**src/rtl/led_drv_pkg.sv**
```systemverilog
// Shared types for the LED shift-register driver.
// State encoding and width helper used by the top and its divider.
package led_drv_pkg;

    typedef enum logic [1:0] {
        IDLE     = 2'd0,
        SHIFT_LO = 2'd1,
        SHIFT_HI = 2'd2,
        LATCH    = 2'd3
    } state_t;

    function automatic int clog2_min1(input int v);
        return (v <= 2) ? 1 : $clog2(v);
    endfunction

endpackage

```
**src/rtl/led_clk_tick.sv**
```systemverilog
// Shift-clock divider: one-cycle tick after CLK_DIV enabled cycles.
// Restart re-aligns the count to each new FSM state.
module led_clk_tick
    import led_drv_pkg::*;
#(
    parameter int CLK_DIV = 4
) (
    input  logic clk,
    input  logic rst,
    input  logic en,
    input  logic restart,
    output logic tick
);

    localparam int CW = clog2_min1(CLK_DIV);
    localparam logic [CW-1:0] TERM = CW'(CLK_DIV - 1);

    logic [CW-1:0] cnt;

    always_ff @(posedge clk or posedge rst) begin
        if (rst)
            cnt <= '0;
        else if (restart || !en)
            cnt <= '0;
        else if (cnt != TERM)
            cnt <= cnt + 1'b1;
    end

    assign tick = en && (cnt == TERM);

endmodule

```
**src/rtl/led_shift_driver.sv**
```systemverilog
// Serial driver for cascaded 595-style LED boards.
// Shifts one handshaked frame out on a divided clock, then strobes the latch.
module led_shift_driver
    import led_drv_pkg::*;
#(
    parameter int DATA_W     = 16,
    parameter int CLK_DIV    = 4,
    parameter bit MSB_FIRST  = 1'b1,
    parameter bit SWAP_BYTES = 1'b1
) (
    input  logic              i_clk,
    input  logic              i_rst,
    input  logic [DATA_W-1:0] i_data,
    input  logic              i_valid,
    output logic              o_ready,
    output logic              o_sclk,
    output logic              o_sdata,
    output logic              o_latch,
    output logic              o_busy,
    output logic              o_done
);

    localparam int H  = DATA_W / 2;
    localparam int BW = $clog2(DATA_W + 1);
    localparam logic [BW-1:0] LAST = BW'(DATA_W);

    state_t            state, state_n;
    logic [DATA_W-1:0] sreg, sreg_n, frame_in;
    logic [BW-1:0]     bits, bits_n;
    logic              tick;
    logic              sclk_n, sdata_n, latch_n, done_n;

    led_clk_tick #(.CLK_DIV(CLK_DIV)) u_tick (
        .clk     (i_clk),
        .rst     (i_rst),
        .en      (state != IDLE),
        .restart (state_n != state),
        .tick    (tick)
    );

    assign frame_in = SWAP_BYTES ? {i_data[H-1:0], i_data[DATA_W-1:H]}
                                 : i_data;

    always_ff @(posedge i_clk or posedge i_rst) begin
        if (i_rst) begin
            state   <= IDLE;
            sreg    <= '0;
            bits    <= '0;
            o_sclk  <= 1'b0;
            o_sdata <= 1'b0;
            o_latch <= 1'b1;
            o_done  <= 1'b0;
        end else begin
            state   <= state_n;
            sreg    <= sreg_n;
            bits    <= bits_n;
            o_sclk  <= sclk_n;
            o_sdata <= sdata_n;
            o_latch <= latch_n;
            o_done  <= done_n;
        end
    end

    always_comb begin
        state_n = state;
        unique case (state)
            IDLE:     if (i_valid) state_n = SHIFT_LO;
            SHIFT_LO: if (tick) state_n = SHIFT_HI;
            SHIFT_HI: if (tick) state_n = (bits == LAST) ? LATCH : SHIFT_LO;
            LATCH:    if (tick) state_n = IDLE;
            default:  state_n = IDLE;
        endcase
    end

    // bits counts rising shift-clock edges issued for the current frame
    always_comb begin
        sreg_n = sreg;
        bits_n = bits;
        if (state == IDLE && i_valid) begin
            sreg_n = frame_in;
            bits_n = '0;
        end else if (state == SHIFT_LO && tick) begin
            bits_n = bits + 1'b1;
        end else if (state == SHIFT_HI && tick) begin
            if (bits == LAST)
                bits_n = '0;
            else if (MSB_FIRST)
                sreg_n = {sreg[DATA_W-2:0], 1'b0};
            else
                sreg_n = {1'b0, sreg[DATA_W-1:1]};
        end
    end

    always_comb begin
        sclk_n  = (state_n == SHIFT_HI);
        sdata_n = 1'b0;
        if (state_n == SHIFT_LO || state_n == SHIFT_HI)
            sdata_n = MSB_FIRST ? sreg_n[DATA_W-1] : sreg_n[0];
        latch_n = (state_n != LATCH);
        done_n  = (state == LATCH) && (state_n == IDLE);
    end

    assign o_ready = (state == IDLE);
    assign o_busy  = ~o_ready;

endmodule

```
**config.mk**
```make
export PLATFORM = sky130hd
export DESIGN_NAME = led_shift_driver
export DESIGN_NICKNAME = d
export VERILOG_FILES = /design/src/rtl/led_drv_pkg.sv /design/src/rtl/led_clk_tick.sv /design/src/rtl/led_shift_driver.sv
export SDC_FILE = /design/constraint.sdc
export NUM_CORES = 1
export LEC_CHECK = 0
export ABC_AREA = 1
export CORE_MARGIN = 2
export CORE_UTILIZATION = 55
export CTS_CLUSTER_SIZE = 16
export DETAILED_ROUTE_END_ITERATION = 7
export GPL_TIMING_DRIVEN = 0
export MAX_ROUTING_LAYER = met4
export PLACE_DENSITY = 0.84
export SLEW_MARGIN = 0
export SYNTH_ARGS = -nofsm -noshare
export SYNTH_HDL_FRONTEND = slang
export SYNTH_HIERARCHICAL = 1
export SYNTH_SLANG_ARGS = --single-unit
```
**constraint.sdc**
```tcl
create_clock -name i_clk -period 4.2 [get_ports i_clk]
set_input_delay 0.84 -clock i_clk [delete_from_list [all_inputs] [get_ports i_clk]]
set_output_delay 0.84 -clock i_clk [all_outputs]
set_load 0.005 [all_outputs]
```
Word level (Yosys, flattened, before mapping)
Index checks and enable logic that the tools add are counted.
- bits in registers: 29
- input bits: 19
- word-level logic and storage cells: 58
- $add $sub $neg: 2
- eq/ne operators: 12
- multiplexer cells: 17
- bitwise logic cells: 1
- reductions and logical operators: 17
- operators with widths (operator ; number):
    16-bit 2-to-1 mux ; 4
    5-bit 2-to-1 mux ; 4
    2-bit 2-to-1 mux ; 7
    2-bit equality test (second input constant) ; 4
    2-bit != test (second input constant) ; 4
    2-bit one-hot mux with 4 select lines ; 1
    2-bit nonzero test ; 3
    3-bit nonzero test ; 2
    5-bit by 1-bit adder with 5-bit output (second input constant) ; 1
    5-bit equality test (second input constant) ; 1
    1-bit logical AND ; 5
    2-bit by 1-bit equality test with 1-bit output (second input constant) ; 2
    2-bit zero test ; 2
    3-bit AND reduction ; 1
    2-bit by 1-bit adder with 2-bit output (second input constant) ; 1
    1-bit logical OR ; 2
    2-bit != test ; 1
    2-bit AND reduction ; 1
    1-bit zero test ; 1
    1-bit 2-to-1 mux ; 1
    1-bit inverter ; 1

Longest topological paths before layout
Gate-level depths: netlist (run 1).
- depth in word-level cells: 7
- mapped depth: 12

Modules after synthesis
The synthesis (run 1) kept the hierarchy.
- modules (own cells, without submodules) (module ; times used ; cells each ; area each (um2) ; sequential area each (um2)):
    led_shift_driver ; 1 ; 152 ; 1361.3 ; 676.9
    led_clk_tick ; 1 ; 22 ; 135.1 ; 50.0

Worst setup path after synthesis (run 1)
No wires, ideal clock.
- kind: reg2reg
- start: register state[0]
- end: register o_sdata
- arrival time: 1.658 ns
- data required time: 4.085 ns
- slack: 2.428 ns
- stages on the path, launching flop included: 11
- clock period less this slack: 1.772 ns
- cell sequence: dfrtp_1 nor2_2 inv_1 nand2_1 inv_2 or2_2 nand3_1 inv_2 ha_1 inv_1 nor2_1
- RTL lines (item ; line ; text):
    start, declared ; led_shift_driver.sv:27 ; state_t state, state_n;
    start signal, assigned ; led_shift_driver.sv:54 ; state <= state_n;
    2-bit zero test * ; - ;
    net o_ready ; led_shift_driver.sv:15 ; output logic o_ready,
    2-bit one-hot mux with 4 select lines * ; led_shift_driver.sv:66 ; unique case (state)
    net state_n[0] ; led_shift_driver.sv:27 ;
    2-bit by 1-bit equality test with 1-bit output or 2-bit equality test (tied branches) ; led_shift_driver.sv:97 ; if (state_n == SHIFT_LO || state_n == SHIFT_HI)
    1-bit logical OR * ; led_shift_driver.sv:97 ;
    1-bit 2-to-1 mux * ; led_shift_driver.sv:97 ;
    net sdata_n ; led_shift_driver.sv:31 ; logic sclk_n, sdata_n, latch_n, done_n;
    end signal, assigned ; led_shift_driver.sv:58 ; o_sdata <= sdata_n;
    end, declared ; led_shift_driver.sv:17 ; output logic o_sdata,
Mark *: on every way through the listed nets, which the timed path passes. The rest lies on a longest branch. The select of a mux whose other input is x is not followed.
A chain may end at the register's enable or synchronous reset.

Worst setup path in the final report (run 1)
- start: register state[1]
- end: output o_busy
- cells in the longest elaborated chain, start to end: 2
- RTL lines (item ; line ; text):
    2-bit zero test ; led_shift_driver.sv:103 ; assign o_ready = (state == IDLE);
    1-bit inverter ; led_shift_driver.sv:104 ; assign o_busy = ~o_ready;
    end, declared ; led_shift_driver.sv:19 ; output logic o_busy,
No other way between the ends.

==> qor.yml, run 1 <==
drt:
  met2_length_um: 1537
  drtIter0Drc: 71
  highest_layer: "met4"
  met3_length_um: 128
  drt_pass1_iterations: 4
  wl_per_cell_um: 13.17
  drc: 0
  via_per_inst: 5.322
  final_antenna_net_count: 0
  num_vias: 1256
  wl_met1_um: 1374
  wirelength_um: 3107
setup_path:
  endpoint_kind: "output port"
  cp-start-kind: "register"
  critPathRequiredTime_ps: 3360
  cp.arrival_ps: 1560
  path_max_fanout: 5
  crit_type: "register to output port"
placed_design:
  place_congestion: 0.8366
  detailed_place_hpwl_um: 2299
  portBuffers: 24
  dp.cells: 228
  dp_slack_ps: 1874
yosys:
  synth.cell_area_um2: 1496
  ys_types: 24
  syn-instance-count: 174
  yosysWarnings: 6
  synth.area.mux_share: 0
  syn_area_per_cell_um2: 8.600
  ys_ff_latch: 29
  synth_fa_ha_area_frac: 0.05017
  synth_largest_area_cell: "dfrtp_1"
  synth_compound_area_frac: 0.09030
  synth_area_leaders: "dfrtp_1 (47%), nand3_1 (12%), nand2_1 (7.8%), inv_1 (6.5%), ha_1 (5.0%)"
  synth_xor_area_frac: 0
  synthesis.nets: 199
  synth_top_area_share: 0.4682
  yosys.area_share.simple: 0.2726
  ys_seq_area_frac: 0.4858
  synth_top_family_by_area: "simple AND/OR/NAND/NOR gates"
power_and_ir_drop:
  p_comb_frac: 0.047
  seq_power_share: 0.583
  peakVddDrop_mv: 0.2365
  power.internal_mw: 0.3761
  total_power_mw: 0.4782
  pwr_density_cell_nw_per_um2: 260.9
  p_sw_frac: 0.2136
  p_clk_frac: 0.369
  p_switching_mw: 0.1021
  power.leakage_nw: 0.8895
run:
  cap_violations: 0
finish:
  regArea_um2: 726.9
  instances_no_fill: 236
  nets: 230
  fill_cells: 193
  multi_input_area_um2: 618.1
  diodes: 0
  area.growth.synth_to_final_pct: 22.49
  layout-drive-gt1-share: 0.1408
grt:
  antenna_found_initial: 0
  grt_pass1_vias: 1296
  grt_max_degree: 28
  grt_use_total: 0.2406
  grt_pass1_wl_um: 5775
  grt-ovfl-total: 0
timing:
  fin_crit_sh: 0.5703
  max-slew-margin-rel: 0.3245
  hold_slack_ps: 526.0
  slew_violations: 0
  tns_ps: 0
  tightest_slew_ps: 1012
  max_freq_ghz: 0.4175
  setup_viol: 0
  finalWorstSetupSlack_ps: 1805
  rsz0062_at_grt: "false"
  finalHoldViolations: 0
  fin_worst_skew_ps: 21.57
  period_needed_ps: 2395
cts:
  cts_resized: 0
  cts_tree: "done"
  root_buffer: "clkbuf_4"
  clockBufferDepth: 2
  clkSinkCount: 29
  holdBufCountCts: 0
  htree_levels: 2
  clkLatencyLatePin_ps: 340
  cts_setup_buffers: 0
  clk_pin_slew_ps: 80
  cts_buffers: 5
worst_hold_path:
  hp-class: "register to register"
die:
  die_y_um: 56.16
  ios: 25
  die_w_um: 56.16
  start_util: 0.5933
  core_um2: 2522
  core.rowCount: 18
  dieArea_um2: 3154
status:
  status: "completed"
## worst max-delay path: stages (launching register included)
cell and delay, ps:
dfrtp_1 450, nor2_2 220, inv_1 110, clkdlybuf4s50_1 450
## layout make-up
cell class,instances,area share
plain buffers,5,0.02116
well taps,30,0.02048
multi-input cells,110,0.3372
inverters,30,0.06143
flip-flops and latches,29,0.3966
repair buffers,24,0.1311
clock buffers,8,0.03208
## power by group through the flow
| stage | sequential [mW] | clock, mW | combinational [mW] |
|---|---|---|---|
| 2_1_floorplan | 0.285 | 0 | 0.00421 |
| 3_3_place_gp | 0.285 | 0 | 0.0226 |
| 3_5_place_dp | 0.285 | 0 | 0.0229 |
| 4_1_cts | 0.279 | 0.181 | 0.0231 |
| 5_1_grt | 0.279 | 0.193 | 0.0252 |
| 6_report | 0.279 | 0.177 | 0.0225 |
## kinds of logic (layout without fill, tap and decap cells)
logic type                 Yosys count  count (layout)
and+or+nand+nor                     85              85
buffers and inverters               35              67
DFF                                 29              29
AOI/OAI and AO/OA                   19              19
adders and majority gates            6               6
## cells in the mapped netlist
master / count
nor2_2: 2
buf_4: 3
dfrtp_1: 28
o21ai_0: 2
buf_2: 1
nand3_1: 37
nand2_2: 2
nand2_1: 31
o21bai_1: 1
nor2_4: 1
inv_2: 4
o21ai_1: 7
inv_1: 26
a21oi_1: 2
nand4_1: 1
or2_2: 2
dfstp_2: 1
buf_6: 1
nand2_4: 2
or2_1: 1
o211ai_2: 4
ha_1: 6
o211ai_1: 3
nor2_1: 6
## metrics by stage
stage / instance area [um2] / utilization
2_1_floorplan: 1496 / -
3_3_place_gp: 1774 / 0.7034
3_5_place_dp: 1774 / 0.7034
4_1_cts: 1833 / 0.7267
5_1_grt: 1833 / 0.7267
6_report: 1833 / 0.7267
## flip-flops by register name (all words and copies together), names as in the netlist
| register | count |
|---|---|
| bits | 5 |
| o_done | 1 |
| o_latch | 1 |
| o_sclk | 1 |
| o_sdata | 1 |
| sreg | 16 |
| state | 2 |
| u_tick/cnt | 2 |
## placed cells by master, fill, tap and decap left out, drive strengths merged
cell / instances
nand3: 37
nand2: 35
inv: 30
dfrtp: 28
clkdlybuf4s50: 24
o21ai: 9
nor2: 9
clkbuf: 8
o211ai: 7
ha: 6
buf: 5
or2: 3
a21oi: 2
o21bai: 1
nand4: 1
dfstp: 1
## per-layer routing
layer	track usage	vias up
met4	0.1088	0
met2	0.3916	33
met1	0.2842	591
li1	-	624
met5	-	-
met3	0.05349	8
## worst paths after layout
kind                       depth (start not counted)             to  startpoint  slack (ps)
max reg2reg                                       10        o_sdata    state[1]        2300
max                                                3         o_busy    state[1]        1800
min in group asynchronous                          2  u_tick/cnt[0]       i_rst         700
max in group asynchronous                          2        o_sdata       i_rst        2500
min                                                2        sreg[6]     sreg[6]         530
min reg2reg                                        2        sreg[6]     sreg[6]         530
(Power assumes the default switching activity.)
==> run 2: changes to the inputs <==
--- a/config.mk
+++ b/config.mk
@@ -7,12 +7,12 @@
 export LEC_CHECK = 0
 export ABC_AREA = 1
 export CORE_MARGIN = 2
-export CORE_UTILIZATION = 55
+export CORE_UTILIZATION = 52
 export CTS_CLUSTER_SIZE = 16
 export DETAILED_ROUTE_END_ITERATION = 7
 export GPL_TIMING_DRIVEN = 0
 export MAX_ROUTING_LAYER = met4
-export PLACE_DENSITY = 0.84
+export PLACE_DENSITY = 0.8
 export SLEW_MARGIN = 0
 export SYNTH_ARGS = -nofsm -noshare
 export SYNTH_HDL_FRONTEND = slang
==> constraint.sdc (replaced) <==
create_clock -name i_clk -period 2.4 [get_ports i_clk]
set_input_delay 0.48 -clock i_clk [delete_from_list [all_inputs] [get_ports i_clk]]
set_output_delay 0.48 -clock i_clk [all_outputs]
set_load 0.005 [all_outputs]
==> qor.yml, run 2 (same netlist as run 1, synthesis figures left out) <==
setup_path:
  crit_type: "register to output port"
  crit_chain: "nor2_2 > inv_1 > clkdlybuf4s50_1"
  cp-start-kind: "register"
  crit_buf_inv: 2  # unchanged
  slowest_stage: "dfrtp_1"
  endpoint_kind: "output port"
  cp.arrival_ps: 1550  # about the same
  critPathTopFamily: "buffers and inverters"
  critPathRequiredTime_ps: 1920  # -1440 ps
  path_max_fanout: 5  # unchanged
  max_stage_delay_ps: 450  # about the same
finish:
  nets: 230  # unchanged
  final_cell_mix: "nand3_1 (37), nand2_1 (31), dfrtp_1 (28)"
  fill_cells: 228  # +18%
  reg.largest.list: "sreg: 16 flops, bits: 5 flops"
  largest_register_ffs: 16  # unchanged
  final_area_um2: 1834  # about the same
  regMostFlops: "sreg"
  layout_commonest_cell: "nand3_1"
  diodes: 0  # unchanged
  layout-drive-gt1-share: 0.1408  # unchanged
  area.growth.synth_to_final_pct: 22.58  # about the same
placed_design:
  placed_cell_area_um2: 1775  # about the same
  place_congestion: 0.7681  # -8.2%
  portBuffers: 24  # unchanged
  detailed_place_hpwl_um: 2252  # -2.0%
timing:
  fin_crit_sh: 0.8457
  max-slew-margin-rel: 0.3018  # -0.02264
  slew_violations: 0  # unchanged
  period_needed_ps: 2030
  rsz0062_at_grt: "false"
  max_freq_ghz: 0.4927
  setup_viol: 0  # unchanged
  tightest_slew_ps: 1046  # +33.92 ps
  finalHoldViolations: 0  # unchanged
  fin_worst_skew_ps: 18.65  # -2.919 ps
  tns_ps: 0  # unchanged
die:
  start_util: 0.5474  # -0.04589
  ios: 25  # unchanged
  die_y_um: 57.65  # +2.6%
  core.rowCount: 19  # +1
  die_w_um: 57.65  # +2.6%
  core_um2: 2734  # +8.4%
  dieArea_um2: 3323  # +5.4%
drt:
  final_antenna_net_count: 0  # unchanged
  wirelength_um: 3107  # unchanged
  wl_per_cell_um: 13.11  # -0.42%
  drt_pass1_iterations: 4  # unchanged
  drc: 0  # unchanged
  via_per_inst: 5.278  # -0.82%
  num_vias: 1251  # -0.40%
  drtIter0Drc: 48  # -32%
grt:
  gr-max-usage-layer: "met2"
  met1_usage: 0.2330  # -0.05119
  globalRouteMet2Util: 0.3604  # -0.03121
  antenna_found_initial: 0  # unchanged
  grt_pass1_vias: 1233  # -4.9%
  grt_pass1_wl_um: 5168  # -11%
  grt-ovfl-total: 0  # unchanged
  grt_use_total: 0.2110  # -0.02962
  use_met3: 0.06696  # +0.01348
  grt_max_degree: 28  # unchanged
cts:
  htree_levels: 2  # unchanged
  cts_setup_buffers: 0  # unchanged
  holdBufCountCts: 0  # unchanged
  clkLatencyLatePin_ps: 330  # about the same
  cts_resized: 0  # unchanged
  cts_tree: "done"
  clkSinkCount: 29  # unchanged
  clk_pin_slew_ps: 80  # about the same
  clockBufferDepth: 2  # unchanged
  root_buffer: "clkbuf_4"
  cts_buffers: 5  # unchanged
power_and_ir_drop:
  p_comb_frac: 0.048  # about the same
  power.leakage_nw: 0.8895  # unchanged
  p_sw_frac: 0.2127  # -0.0008600
  seq_power_share: 0.584  # about the same
  p_switching_mw: 0.1778  # +74%
  p_clk_frac: 0.368  # about the same
  peakVddDrop_mv: 0.3737  # +58%
  power.internal_mw: 0.6582  # +75%
  pwr_density_cell_nw_per_um2: 455.8  # +75%
run:
  cap_violations: 0  # unchanged
worst_hold_path:
  hp-class: "primary input to asynchronous set/reset pin"
status:
  status: "completed"
-- run 2: through the flow --
step	power (mW)	hold slack, ps	worst slack (ps)	utilization	cells
2_1_floorplan	0.5053	221.2	627.6	-	174
3_3_place_gp	0.5378	493.3	456.5	0.6494	229
3_5_place_dp	0.5386	502.2	429.8	0.6494	229
4_1_cts	0.8457	323.6	336.6	0.6709	237
5_1_grt	0.8715	329.8	251.5	0.6709	237
6_report	0.8360	329.5	370.3	0.6709	237
-- run 2: metal layers --
layer  part of all wire  wire length (um)
met1               0.44              1362
met2               0.51              1580
met3              0.037               116
met4              0.015                46
met5                  0                 0
-- run 2: worst paths after layout --
| kind | from | cells past startpoint | endpoint | slack [ps] |
|---|---|---|---|---|
| worst min register to register | sreg[8] | 2 | sreg[9] | 510 |
| max in group asynchronous | i_rst | 2 | o_done | 1010 |
| worst max register to register | state[1] | 10 | o_sdata | 510 |
| worst min-delay path | i_rst | 2 | u_tick/cnt[0] | 330 |
| worst max-delay path | state[1] | 3 | o_busy | 370 |
| min in group i_clk | sreg[8] | 2 | sreg[9] | 510 |
-- run 2: area by class of cell --
| type | instances | area, um2 | area share |
|---|---|---|---|
| inverter | 30 | 112.6 | 0.06139 |
| tap | 31 | 38.79 | 0.02115 |
| sequential | 29 | 726.9 | 0.3963 |
| buffer | 5 | 38.79 | 0.02115 |
| timing repair buffer | 24 | 240.2 | 0.1310 |
| clock buffer | 8 | 58.81 | 0.03206 |
| multi-input combinational | 110 | 618.1 | 0.3370 |
-- run 2: power by group through the flow --
| stage | registers [mW] | clock network (mW) | logic, mW |
|---|---|---|---|
| 3_5_place_dp | 0.498 | 0 | 0.0407 |
| 3_3_place_gp | 0.498 | 0 | 0.0399 |
| 2_1_floorplan | 0.498 | 0 | 0.00737 |
| 6_report | 0.488 | 0.308 | 0.0401 |
| 4_1_cts | 0.488 | 0.316 | 0.0409 |
| 5_1_grt | 0.488 | 0.340 | 0.0434 |
==> run 3: changes to the inputs <==
==> constraint.sdc (replaced) <==
create_clock -name i_clk -period 1.9 [get_ports i_clk]
set_input_delay 0.38 -clock i_clk [delete_from_list [all_inputs] [get_ports i_clk]]
set_output_delay 0.38 -clock i_clk [all_outputs]
set_load 0.005 [all_outputs]
==> qor.yml, run 3 (same netlist as run 1, synthesis figures left out) <==
status:
  status: "completed"
cts:
  clockBufferDepth: 2  # unchanged
  clkSinkCount: 29  # unchanged
  holdBufCountCts: 0  # unchanged
  clkLatencyLatePin_ps: 340  # about the same
  cts_buffers: 5  # unchanged
  clk_pin_slew_ps: 90  # about the same
  htree_levels: 2  # unchanged
  root_buffer: "clkbuf_4"
  cts_tree: "done"
timing:
  finalWorstSetupSlack_ps: 140.1  # -230.2 ps
  max_freq_ghz: 0.5682
  max-slew-margin-rel: 0.2958  # -0.006048
  finalHoldViolations: 0  # unchanged
  fin_crit_sh: 0.9262
  tightest_slew_ps: 1055  # +9.063 ps
  hold_slack_ps: 223.3  # -106.1 ps
  tns_ps: 0  # unchanged
  period_needed_ps: 1760
  slew_violations: 0  # unchanged
  fin_worst_skew_ps: 16.30  # -2.354 ps
  setup_viol: 0  # unchanged
placed_design:
  place_congestion: 0.7681  # unchanged
  detailed_place_hpwl_um: 2252  # unchanged
  dp_slack_ps: 15.08  # -414.8 ps
  portBuffers: 24  # unchanged
drt:
  drt_pass1_iterations: 4  # unchanged
  final_antenna_net_count: 0  # unchanged
  wirelength_um: 3220  # +3.6%
  via_per_inst: 5.351  # +1.4%
  drc: 0  # unchanged
  drtIter0Drc: 60  # +25%
  wl_per_cell_um: 13.47  # +2.8%
  num_vias: 1279  # +2.2%
setup_path:
  cpMostUsedCell: "inv_2"
  cp-start-kind: "register"
  cp.arrival_ps: 1980  # +430 ps
  rrSetupSlack_ps: 140  # -370 ps
  crit_type: "register to register"
  critPathRequiredTime_ps: 2120  # +200 ps
  slowest_stage: "dfrtp_2"
  max_stage_delay_ps: 460  # about the same
  path_max_fanout: 5  # unchanged
  endpoint_kind: "register"
  crit_chain: "nor2_4 > inv_2 > nand2_1 > inv_2 > or2_2 > nand3_2 > inv_2 > ha_1 > inv_1 > nor2_1"
finish:
  reg.largest.list: "sreg: 16 flops, bits: 5 flops"
  largest_register_ffs: 16  # unchanged
  layout-drive-gt1-share: 0.1683  # +0.02749
  layout_commonest_cell: "nand3_1"
  regMostFlops: "sreg"
  diodes: 0  # unchanged
  final_cell_mix: "nand3_1 (36), nand2_1 (31), dfrtp_1 (26)"
  fill_cells: 225  # -1.3%
  area.growth.synth_to_final_pct: 24.75
  nets: 232  # +0.87%
grt:
  grt-ovfl-total: 0  # unchanged
  grt_pass1_vias: 1237  # +0.32%
  antenna_found_initial: 0  # unchanged
  grt_use_total: 0.2134  # +0.002447
  grt_max_degree: 28  # unchanged
  grt_pass1_wl_um: 5209  # +0.79%
power_and_ir_drop:
  pwr_density_cell_nw_per_um2: 566.8  # +24%
  total_power_mw: 1.058  # +27%
  power.leakage_nw: 0.9149  # +2.9%
  peakVddDrop_mv: 0.4681  # +25%
worst_hold_path:
  hp-class: "primary input to asynchronous set/reset pin"
die:
  die_y_um: 57.65  # unchanged
  core_um2: 2734  # unchanged
  core.rowCount: 19  # unchanged
  die_w_um: 57.65  # unchanged
  ios: 25  # unchanged
  start_util: 0.5474  # unchanged
  dieArea_um2: 3323  # unchanged
run:
  cap_violations: 0  # unchanged
## run 3: per-layer routing
metal	routed length [um]	GRT usage	vias to the layer above
li1	-	-	626
met1	1350	0.2286	620
met2	1676	0.3734	26
met3	149	0.06696	7
met4	43	0.06977	0
met5	0	-	-
## run 3: area by class of cell
cell class                 count  area, um2  area share
sequential                    29      729.5      0.3908
tap                           31      38.79     0.02078
clock buffer                   8      58.81     0.03150
multi-input combinational    110      628.1      0.3365
buffer                         5      38.79     0.02078
inverter                      30      112.6     0.06032
timing repair buffer          26      260.3      0.1394
## run 3: worst paths after layout
kind | endpoint | depth (start not counted) | from
max | o_sdata | 10 | state[0]
min | u_tick/cnt[0] | 2 | i_rst
max reg2reg | o_sdata | 10 | state[0]
min reg2reg | sreg[9] | 2 | sreg[8]
max in group asynchronous | state[0] | 2 | i_rst
min in group i_clk | sreg[9] | 2 | sreg[8]
## run 3: worst max-delay path: cells and delay by family, from the launching register on
| kind | cells | cell delay [ps] |
|---|---|---|
| and+or+nand+nor | 5 | 710 |
| DFF | 1 | 460 |
| adders and majority gates | 1 | 260 |
| buffers and inverters | 4 | 220 |
## run 3: where the power goes
part	switching [mW]	internal [mW]	total, mW
registers	0	0.617	0.617
clock network	0.208	0.182	0.391
logic	0.0184	0.0323	0.0508
## run 3: timing repair
action	in CTS	in global routing
setup buffers	0	2
pin swaps	0	1
gates resized for setup	3	4
setup endpoints to repair	3	2
endpoints found under the hold margin	0	0
## run 3: stage by stage
step	cells	area [um2]	util
floorplan	174	1496	-
global placement	229	1775	0.6494
detailed placement	229	1775	0.6494
CTS	237	1842	0.6737
global route	239	1867	0.6828
finish	239	1867	0.6828
